`src/rtl/pixel_pkg.sv`:
```
// Shared types and defaults for the pixel readout sequencer: frame state enum,
// default geometry constants and the gray encoder shared with the databus decoder.
package pixel_pkg;

    typedef enum logic [2:0] {
        IDLE,
        ERASE,
        EXPOSE,
        CONVERT,
        READ,
        DONE
    } state_t;

    localparam int DEF_DATA_W       = 8;
    localparam int DEF_ERASE_CYCLES = 5;
    localparam int DEF_NUM_ROWS     = 2;
    localparam int DEF_READ_CYCLES  = 2;
    localparam int DEF_EXP_W        = 8;

    // Callers truncate to their own width; the low bits are unaffected by zero-extension.
    function automatic logic [31:0] bin2gray(input logic [31:0] bin);
        return bin ^ (bin >> 1);
    endfunction

endpackage

```
`src/rtl/gray_ramp_counter.sv`:
```
// Binary up-counter for the ADC ramp with a gray-coded copy and a terminal-count flag.
module gray_ramp_counter
    import pixel_pkg::*;
#(
    parameter int DATA_W = DEF_DATA_W
) (
    input  logic              clk,
    input  logic              reset,
    input  logic              enable,
    input  logic              clear,
    output logic [DATA_W-1:0] count,
    output logic [DATA_W-1:0] gray,
    output logic              tc
);

    // NOTE: reset is synchronous here, so it sits inside the clocked block rather
    // than in the sensitivity list; all state updates use non-blocking assignments.
    always_ff @(posedge clk) begin
        if (reset || clear) begin
            count <= '0;
        end else if (enable) begin
            count <= count + DATA_W'(1);
        end
    end

    assign gray = DATA_W'(bin2gray(32'(count)));
    assign tc   = &count;

endmodule

```
`src/rtl/pixel_readout_ctrl.sv`:
```
// Frame sequencer ERASE -> EXPOSE -> CONVERT -> READ -> DONE for the pixel array.
// Optional back-to-back frames are enabled with `define PIXEL_READOUT_CONTINUOUS_EN.
module pixel_readout_ctrl
    import pixel_pkg::*;
#(
    parameter int DATA_W       = DEF_DATA_W,
    parameter int ERASE_CYCLES = DEF_ERASE_CYCLES,
    parameter int NUM_ROWS     = DEF_NUM_ROWS,
    parameter int READ_CYCLES  = DEF_READ_CYCLES,
    parameter int EXP_W        = DEF_EXP_W
) (
    input  logic                clk,
    input  logic                reset,
    input  logic                start,
    input  logic [EXP_W-1:0]    expose_time,
`ifdef PIXEL_READOUT_CONTINUOUS_EN
    input  logic                continuous,
`endif
    output logic                erase,
    output logic                expose,
    output logic                convert,
    output logic [DATA_W-1:0]   convert_gray,
    output logic [NUM_ROWS-1:0] read_row,
    output logic                data_valid,
    output logic                busy,
    output logic                frame_done
);

    localparam int ERASE_W = $clog2(ERASE_CYCLES + 1);
    localparam int READ_W  = $clog2(READ_CYCLES + 1);
    localparam int PHASE_W = (ERASE_W > READ_W) ? ERASE_W : READ_W;
    localparam int CNT_W   = (EXP_W > PHASE_W) ? EXP_W : PHASE_W;
    localparam int ROW_W   = (NUM_ROWS > 1) ? $clog2(NUM_ROWS) : 1;

    localparam logic [CNT_W-1:0] ERASE_LOAD = CNT_W'(ERASE_CYCLES - 1);
    localparam logic [CNT_W-1:0] READ_LOAD  = CNT_W'(READ_CYCLES - 1);
    localparam logic [ROW_W-1:0] LAST_ROW   = ROW_W'(NUM_ROWS - 1);

    state_t            state, state_next;
    logic [CNT_W-1:0]  cnt, cnt_next;
    logic [ROW_W-1:0]  row, row_next;
    logic [EXP_W-1:0]  exp_len, exp_len_next;
    logic [EXP_W-1:0]  exp_req;
    logic              restart;
    logic              ramp_tc;
    logic [DATA_W-1:0] ramp_count;
    logic [DATA_W-1:0] ramp_gray;

    // A zero exposure request is stretched to one cycle so EXPOSE is never skipped.
    assign exp_req = (expose_time == '0) ? EXP_W'(1) : expose_time;

`ifdef PIXEL_READOUT_CONTINUOUS_EN
    assign restart = continuous;
`else
    assign restart = 1'b0;
`endif

    // NOTE: every signal driven here gets a default first, so no path leaves one
    // unassigned and no latch is inferred.
    always_comb begin
        state_next   = state;
        cnt_next     = cnt;
        row_next     = row;
        exp_len_next = exp_len;
        case (state)
            IDLE: begin
                if (start) begin
                    state_next   = ERASE;
                    cnt_next     = ERASE_LOAD;
                    exp_len_next = exp_req;
                end
            end
            ERASE: begin
                if (cnt == '0) begin
                    state_next = EXPOSE;
                    cnt_next   = CNT_W'(exp_len) - CNT_W'(1);
                end else begin
                    cnt_next = cnt - CNT_W'(1);
                end
            end
            EXPOSE: begin
                if (cnt == '0) begin
                    state_next = CONVERT;
                end else begin
                    cnt_next = cnt - CNT_W'(1);
                end
            end
            CONVERT: begin
                if (ramp_tc) begin
                    state_next = READ;
                    cnt_next   = READ_LOAD;
                    row_next   = '0;
                end
            end
            READ: begin
                if (cnt == '0) begin
                    if (row == LAST_ROW) begin
                        state_next = DONE;
                    end else begin
                        row_next = row + ROW_W'(1);
                        cnt_next = READ_LOAD;
                    end
                end else begin
                    cnt_next = cnt - CNT_W'(1);
                end
            end
            DONE: begin
                if (restart) begin
                    state_next   = ERASE;
                    cnt_next     = ERASE_LOAD;
                    exp_len_next = exp_req;
                end else begin
                    state_next = IDLE;
                end
            end
            default: state_next = IDLE;
        endcase
    end

    always_ff @(posedge clk) begin
        if (reset) begin
            state   <= IDLE;
            cnt     <= '0;
            row     <= '0;
            exp_len <= '0;
        end else begin
            state   <= state_next;
            cnt     <= cnt_next;
            row     <= row_next;
            exp_len <= exp_len_next;
        end
    end

    gray_ramp_counter #(
        .DATA_W(DATA_W)
    ) u_ramp (
        .clk   (clk),
        .reset (reset),
        .enable(state == CONVERT),
        .clear (state != CONVERT),
        .count (ramp_count),
        .gray  (ramp_gray),
        .tc    (ramp_tc)
    );

    // Outputs are pure decodes of registered state, so start never reaches them directly.
    assign erase        = (state == ERASE);
    assign expose       = (state == EXPOSE);
    assign convert      = (state == CONVERT);
    assign convert_gray = convert ? ramp_gray : '0;
    assign read_row     = (state == READ) ? (NUM_ROWS'(1) << row) : '0;
    assign data_valid   = (state == READ) && (cnt == '0);
    assign busy         = (state != IDLE);
    assign frame_done   = (state == DONE);

endmodule

```
`config.mk`:
```
export PLATFORM = sky130hd
export DESIGN_NAME = pixel_readout_ctrl
export DESIGN_NICKNAME = d
export VERILOG_FILES = /design/src/rtl/pixel_pkg.sv /design/src/rtl/gray_ramp_counter.sv /design/src/rtl/pixel_readout_ctrl.sv
export SDC_FILE = /design/constraint.sdc
export NUM_CORES = 1
export LEC_CHECK = 0
export ABC_AREA = 1
export BUFFER_PORTS_ARGS = -buffer_cell sky130_fd_sc_hd__buf_2
export CORE_ASPECT_RATIO = 1.75
export CORE_MARGIN = 8
export CORE_UTILIZATION = 25
export DETAILED_ROUTE_END_ITERATION = 16
export SYNTH_ARGS = -nofsm -noshare
export SYNTH_HDL_FRONTEND = slang
export SYNTH_SLANG_ARGS = --single-unit
```
`constraint.sdc`:
```
create_clock -name clk -period 1.7 [get_ports clk]
set_input_delay 0.51 -clock clk [delete_from_list [all_inputs] [get_ports clk]]
set_output_delay 0.51 -clock clk [all_outputs]
set_load 0.05 [all_outputs]
```
==> results of run 1 <==
[layout make-up]
type	count	area [um^2]
fill	690	4060
multi-input combinational	193	1190
sequential	28	581
timing repair buffer	56	528
inverter	41	186
tap	84	105
clock buffer	3	75.1
clock inverter	1	30.0
[synth_stat cells (3+ instances only)]
cell	count	share of area, %
o21ai_0	17	4.9
a21oi_1	21	6.1
nand3_1	19	5.5
ha_1	9	6.5
nand2_1	62	13
inv_2	5	1.1
dfxtp_1	28	33
xor2_1	10	5.1
inv_1	36	7.8
nor2_1	41	8.9
nor3_1	3	0.87
[sequential cells by signal, indices dropped and copies added (netlist names)]
register	flops
state	3
cnt	8
u_ramp.count	8
exp_len	8
row	1
[report_power, final]
part	total [W]	internal [W]	switching, W
logic	0.00312	0.00128	0.00184
registers	0.000972	0.000822	0.000151
clock network	0.000703	0.000469	0.000234
[how the worst max path moves through the flow]
stage | startpoint | endpoint | slack (ns) | cells past startpoint
final | cnt[1] | data_valid | -0.11 | 7
after global routing | cnt[0] | data_valid | -0.17 | 7
after CTS | cnt[1] | data_valid | -0.15 | 7
after detailed placement | cnt[1] | data_valid | 0.006 | 7
after global placement | state[1] | cnt[0] | 0.03 | 9
after floorplan | state[2] | convert_gray[2] | -0.12 | 4
[what timing repair did]
item                                    in CTS  in global routing
gates resized for setup                     73                 44
buffers inserted                            10                  5
endpoints found under the hold margin        0                  0
endpoints found under the setup margin      15                 31
cloned                                       1                  0
pin swaps                                    5                  4
hold buffers                                 0                  0
[stage by stage]
stage	power, W	hold slack [ns]	util, %	setup TNS [ns]
floorplan	0.00255	0.441	-	-0.743
global placement	0.00319	0.457	30.8	0
detailed placement	0.00321	0.458	30.8	0
CTS	0.00427	0.472	37.1	-0.704
global route	0.00514	0.489	39.9	-1.72
finish	0.00479	0.471	39.9	-0.701
[cell families after synthesis]
group	synth area share [%]
compound gates	12.7
xor+xnor	6.10
fa+ha+maj	6.53
buf+inv	9.94
flops	32.5
simple gates	32.2
[layer usage]
layer | vias to the layer above | routed length [um]
li1 | 956 | -
met1 | 855 | 2090
met2 | 38 | 2670
met3 | 10 | 136
met4 | 0 | 163
met5 | - | 0
[worst max-delay path, cell delays in order (launching register included)]
cell and delay (ns):
dfxtp_2 0.34, inv_4 0.07, ha_4 0.14, nand2_2 0.05
nor2_2 0.09, nand2_2 0.08, nor2_4 0.11, buf_8 0.15
==> results.toml, run 1 <==
[clock_tree]
clock-sinks = 28
root_buffer = "clkbuf_16"
cts_buffer_depth = 2
numCtsBuffers = 3
htreeDepth = 1
insertion_delay_ns = 0.27
clk_pin_slew_ns = 0.07
cts_tree = "built"

[yosys]
syn_nets = 286
avgSynthCellArea_um2 = 6.48
syn_area_um2 = 1720
synth-main-ff-cell = "dfxtp_1"
yosys_warnings = 0
synth-edff-count = 0
synth-async-reset-ratio_pct = 0
syn_inst = 266
yosysSeqAreaShare_pct = 32.5
synth-seq-cells = 28
synth_cell_types = 22

[pwr]
p_leak_nw = 1.19
ir_drop_v = 0.000647
power_density_nw_per_um2 = 1780

[flow_run]
max_cap_violations = 0

[critical_path]
regToRegStartpoint = "cnt[0]"
reg2reg_depth = 14
critPathCaptureType = "output port"
worstSetupPathType = "reg -> out"
cp.arrival_ns = 1.30
r2r_slack_ns = -0.04
startpoint_type = "flip-flop"
worstPathRequired_ns = 1.19
timing.rr.end = "cnt[5]"
path_max_fanout = 2

[grt]
grt-ovfl-total = 0
busiest_layer = "met2"
grt_pass1_wl_mm = 8.00
met1_usage_pct = 10.4
grt_usage_pct = 9.69
grt_pass1_vias = 1819
grt_max_degree = 17
use_met2_pct = 17.3
antenna_found_initial = 0
grt_use_met3_pct = 1.35

[die]
num_rows = 40
ioPinCount = 27
die_y_um = 126
core-area_um2 = 6760
dieArea_um2 = 9910
die_w_um = 78.8
initial_core_util_pct = 25.5

[timing]
fin_crit_ns = 1.81
worst_slew_margin_rel_pct = 76.5
fin_ws_ns = -0.106
fmax_mhz = 554
setup_viol = 15
rsz0062_at_grt = "yes"
drv_slew = 0
worst_pin_slew_ns = 0.351
final_hold_viol_count = 0
skew_ns = 0.00422
timing.final.crit_share_pct = 106

[cells_and_area]
final_cells = 406
drive_above_1_share_pct = 37.9
nets = 343
area_growth_pct = 56.2
layout_commonest_cell = "nand2_1"
layout_common_cells = "55 x nand2_1, 31 x inv_1, 27 x buf_4"
antenna-diode-count = 0
fin_area_um2 = 2690

[run_status]
violations = "setup timing"
status = "complete, but fails checks"

[hold_path]
holdPathStages = 3
min_from = "expose_time[0]"
worstHoldEndpoint = "exp_len[0]"
hold_class = "in -> reg"

[place]
numPortBuffers = 26
dpl_cell_area_um2 = 2080
pre_cts_ws_ns = 0.00561
dp_hpwl_mm = 3.56
dp_cells = 386
gp_congestion = 0.855

[detailed_routing]
drt_wl_total_mm = 5.06
drt_iter0_markers = 107
post_drt_wl_per_cell_um = 12.5
dr.pass1.iters = 4
vias = 1859
drc = 0
ant_nets = 0
via_per_inst = 4.58
(Power assumes the default switching activity.)
==> run 2, diff against run 1 <==
Settings changed: ABC_AREA 1 to not set, REMOVE_ABC_BUFFERS set to 1.
==> run 2 against run 1 <==
Net effect: the flow still finishes with violations (setup timing); utilization up 4.4 points; sequential share of layout area down 2.7 points; global-route usage up 1.6 points; combinational power up 23%; register-to-register slack worse by 0.29 ns; worst hold slack better by 0.0027 ns; clock skew down 0.00075 ns; final cell count down 0.49%; sequential power down 5.9%; synthesized cell count down 16%.
==> results.toml, run 2 <==
[clock_tree]
root_buffer = "clkbuf_16"
cts_buffer_depth = 2
htreeDepth = 1
clk_pin_slew_ns = 0.07
clock-sinks = 28
numCtsBuffers = 3
insertion_delay_ns = 0.26
cts_tree = "built"
holdBufCountCts = 0

[timing]
final_hold_viol_count = 0
drv_slew = 0
fmax_mhz = 453
setup_viol = 24
fin_crit_ns = 2.21
skew_ns = 0.00347
worst_slew_margin_rel_pct = 73.9
rsz0062_at_grt = "yes"
timing.final.crit_share_pct = 130
hold_ws_ns = 0.474
fin_ws_ns = -0.508
worst_pin_slew_ns = 0.388

[pwr]
power_density_nw_per_um2 = 1810
ir_drop_v = 0.00104
power_w = 0.00548
p_leak_nw = 1.29

[yosys]
synth_top_cells_by_count = "28 x dfxtp_1, 28 x nand2_1, 22 x a21oi_1"
synth-async-reset-ratio_pct = 0
synth-seq-cells = 28
synth_cell_types = 51
synth-edff-count = 0
yosys_warnings = 0
yosysSeqAreaShare_pct = 31.6
syn_inst = 224
avgSynthCellArea_um2 = 7.93
yosysTopAreaCellShare_pct = 31.6
synth-main-ff-cell = "dfxtp_1"
syn_area_um2 = 1780
synth_top_cell_by_area = "dfxtp_1"
synth.area.top_cells = "dfxtp_1 32%, ha_1 6.3%, a21oi_1 6.2%"

[die]
dieArea_um2 = 10200
num_rows = 40
die_y_um = 127
core-area_um2 = 6860
initial_core_util_pct = 25.9
ioPinCount = 27
die_w_um = 79.7

[detailed_routing]
drt_iter0_markers = 90
drc = 0
post_drt_wl_per_cell_um = 14.9
via_per_inst = 4.93
drt_wl_total_mm = 6.03
dr.pass1.iters = 4
ant_nets = 0
vias = 1991

[grt]
grt_max_degree = 20
grt_usage_pct = 11.3
grt-ovfl-total = 0
grt_pass1_vias = 2052
antenna_found_initial = 0
grt_pass1_wl_mm = 9.16

[critical_path]
cp_slowest_cell = "or3b_4"
slowest_delay_ns = 0.40
cp.arrival_ns = 1.70
worstPathCellList = "inv_2 -> ha_4 -> or3b_4 -> nor2_4 -> and4_4 -> buf_8"
path_max_fanout = 2
startpoint_type = "flip-flop"
regToRegStartpoint = "cnt[0]"
critPathCaptureType = "output port"
worstPathRequired_ns = 1.19
worstSetupPathType = "reg -> out"
crit_start = "cnt[0]"

[cells_and_area]
final_cells = 404
layout_commonest_cell = "buf_4"
fin_area_um2 = 3040
drive_above_1_share_pct = 47.8
layout_common_cells = "60 x buf_4, 27 x nand2_1, 22 x dfxtp_1"
top_regs = "cnt x8, exp_len x8, u_ramp.count x8"
antenna-diode-count = 0
nets = 341
area_growth_pct = 71.0

[hold_path]
hold_class = "reg -> reg"
min_from = "exp_len[7]"

[place]
dp_cells = 379
dp_hpwl_mm = 4.07
dpl_cell_area_um2 = 2360
numPortBuffers = 26
gp_congestion = 0.855

[run_status]
violations = "setup timing"
status = "complete, but fails checks"

[flow_run]
max_cap_violations = 0
-- run 2: where the power goes --
group	switching, W	internal (W)
Combinational	0.00196	0.00190
Clock	0.000244	0.000470
Sequential	0.000106	0.000809
Total	0.00231	0.00317
-- run 2: through the flow --
| stage | setup WS (ns) | TNS [ns] | utilization (%) |
|---|---|---|---|
| floorplan | -1.54 | -27.52 | - |
| global placement | -0.340 | -3.13 | 34.5 |
| detailed placement | -0.368 | -3.32 | 34.5 |
| CTS | -0.485 | -4.94 | 41.4 |
| global route | -0.565 | -6.23 | 44.3 |
| finish | -0.508 | -5.07 | 44.3 |
-- run 2: path summary, 6_finish.rpt --
kind	end	slack [ns]	depth (start not counted)
min reg2reg	exp_len[7]	0.47	2
max reg2reg	cnt[1]	-0.33	10
min	exp_len[7]	0.47	2
max	data_valid	-0.51	6
-- run 2: kinds of logic after synthesis --
family | Yosys count | synth area share, %
simple gates | 97 | 28.8
fa+ha+maj | 9 | 6.34
flops | 28 | 31.6
buf+inv | 24 | 6.06
compound gates | 56 | 22.3
xor+xnor | 10 | 4.93
-- run 2: worst max-delay path, delay by kind of cell, from the launching register on --
| kind | cells | cell delay (ns) |
|---|---|---|
| and+or+nand+nor | 3 | 0.76 |
| DFF | 1 | 0.33 |
| buffers and inverters | 2 | 0.21 |
| adders and majority gates | 1 | 0.13 |
-- run 2: routing by layer --
metal  global-route usage [%]  vias to the layer above  share of wire [%]
li1                         -                      996                  -
met1                     11.0                      939                 38
met2                     22.2                       44                 56
met3                     1.54                       12                3.3
met4                     4.61                        0                2.2
met5                        0                        -                  0
-- run 2: area by class of cell --
cell class | count | area, um^2
clock buffer | 3 | 75.1
clock inverter | 1 | 30.0
fill | 637 | 3820
inverter | 15 | 61.3
multi-input combinational | 172 | 1280
sequential | 28 | 573
tap | 84 | 105
timing repair buffer | 101 | 913
-- run 2: timing repair --
item,in CTS,in global routing
setup buffers,11,15
gates resized for setup,92,32
pin swaps,20,11
gates cloned,1,0
setup endpoints to repair,24,25
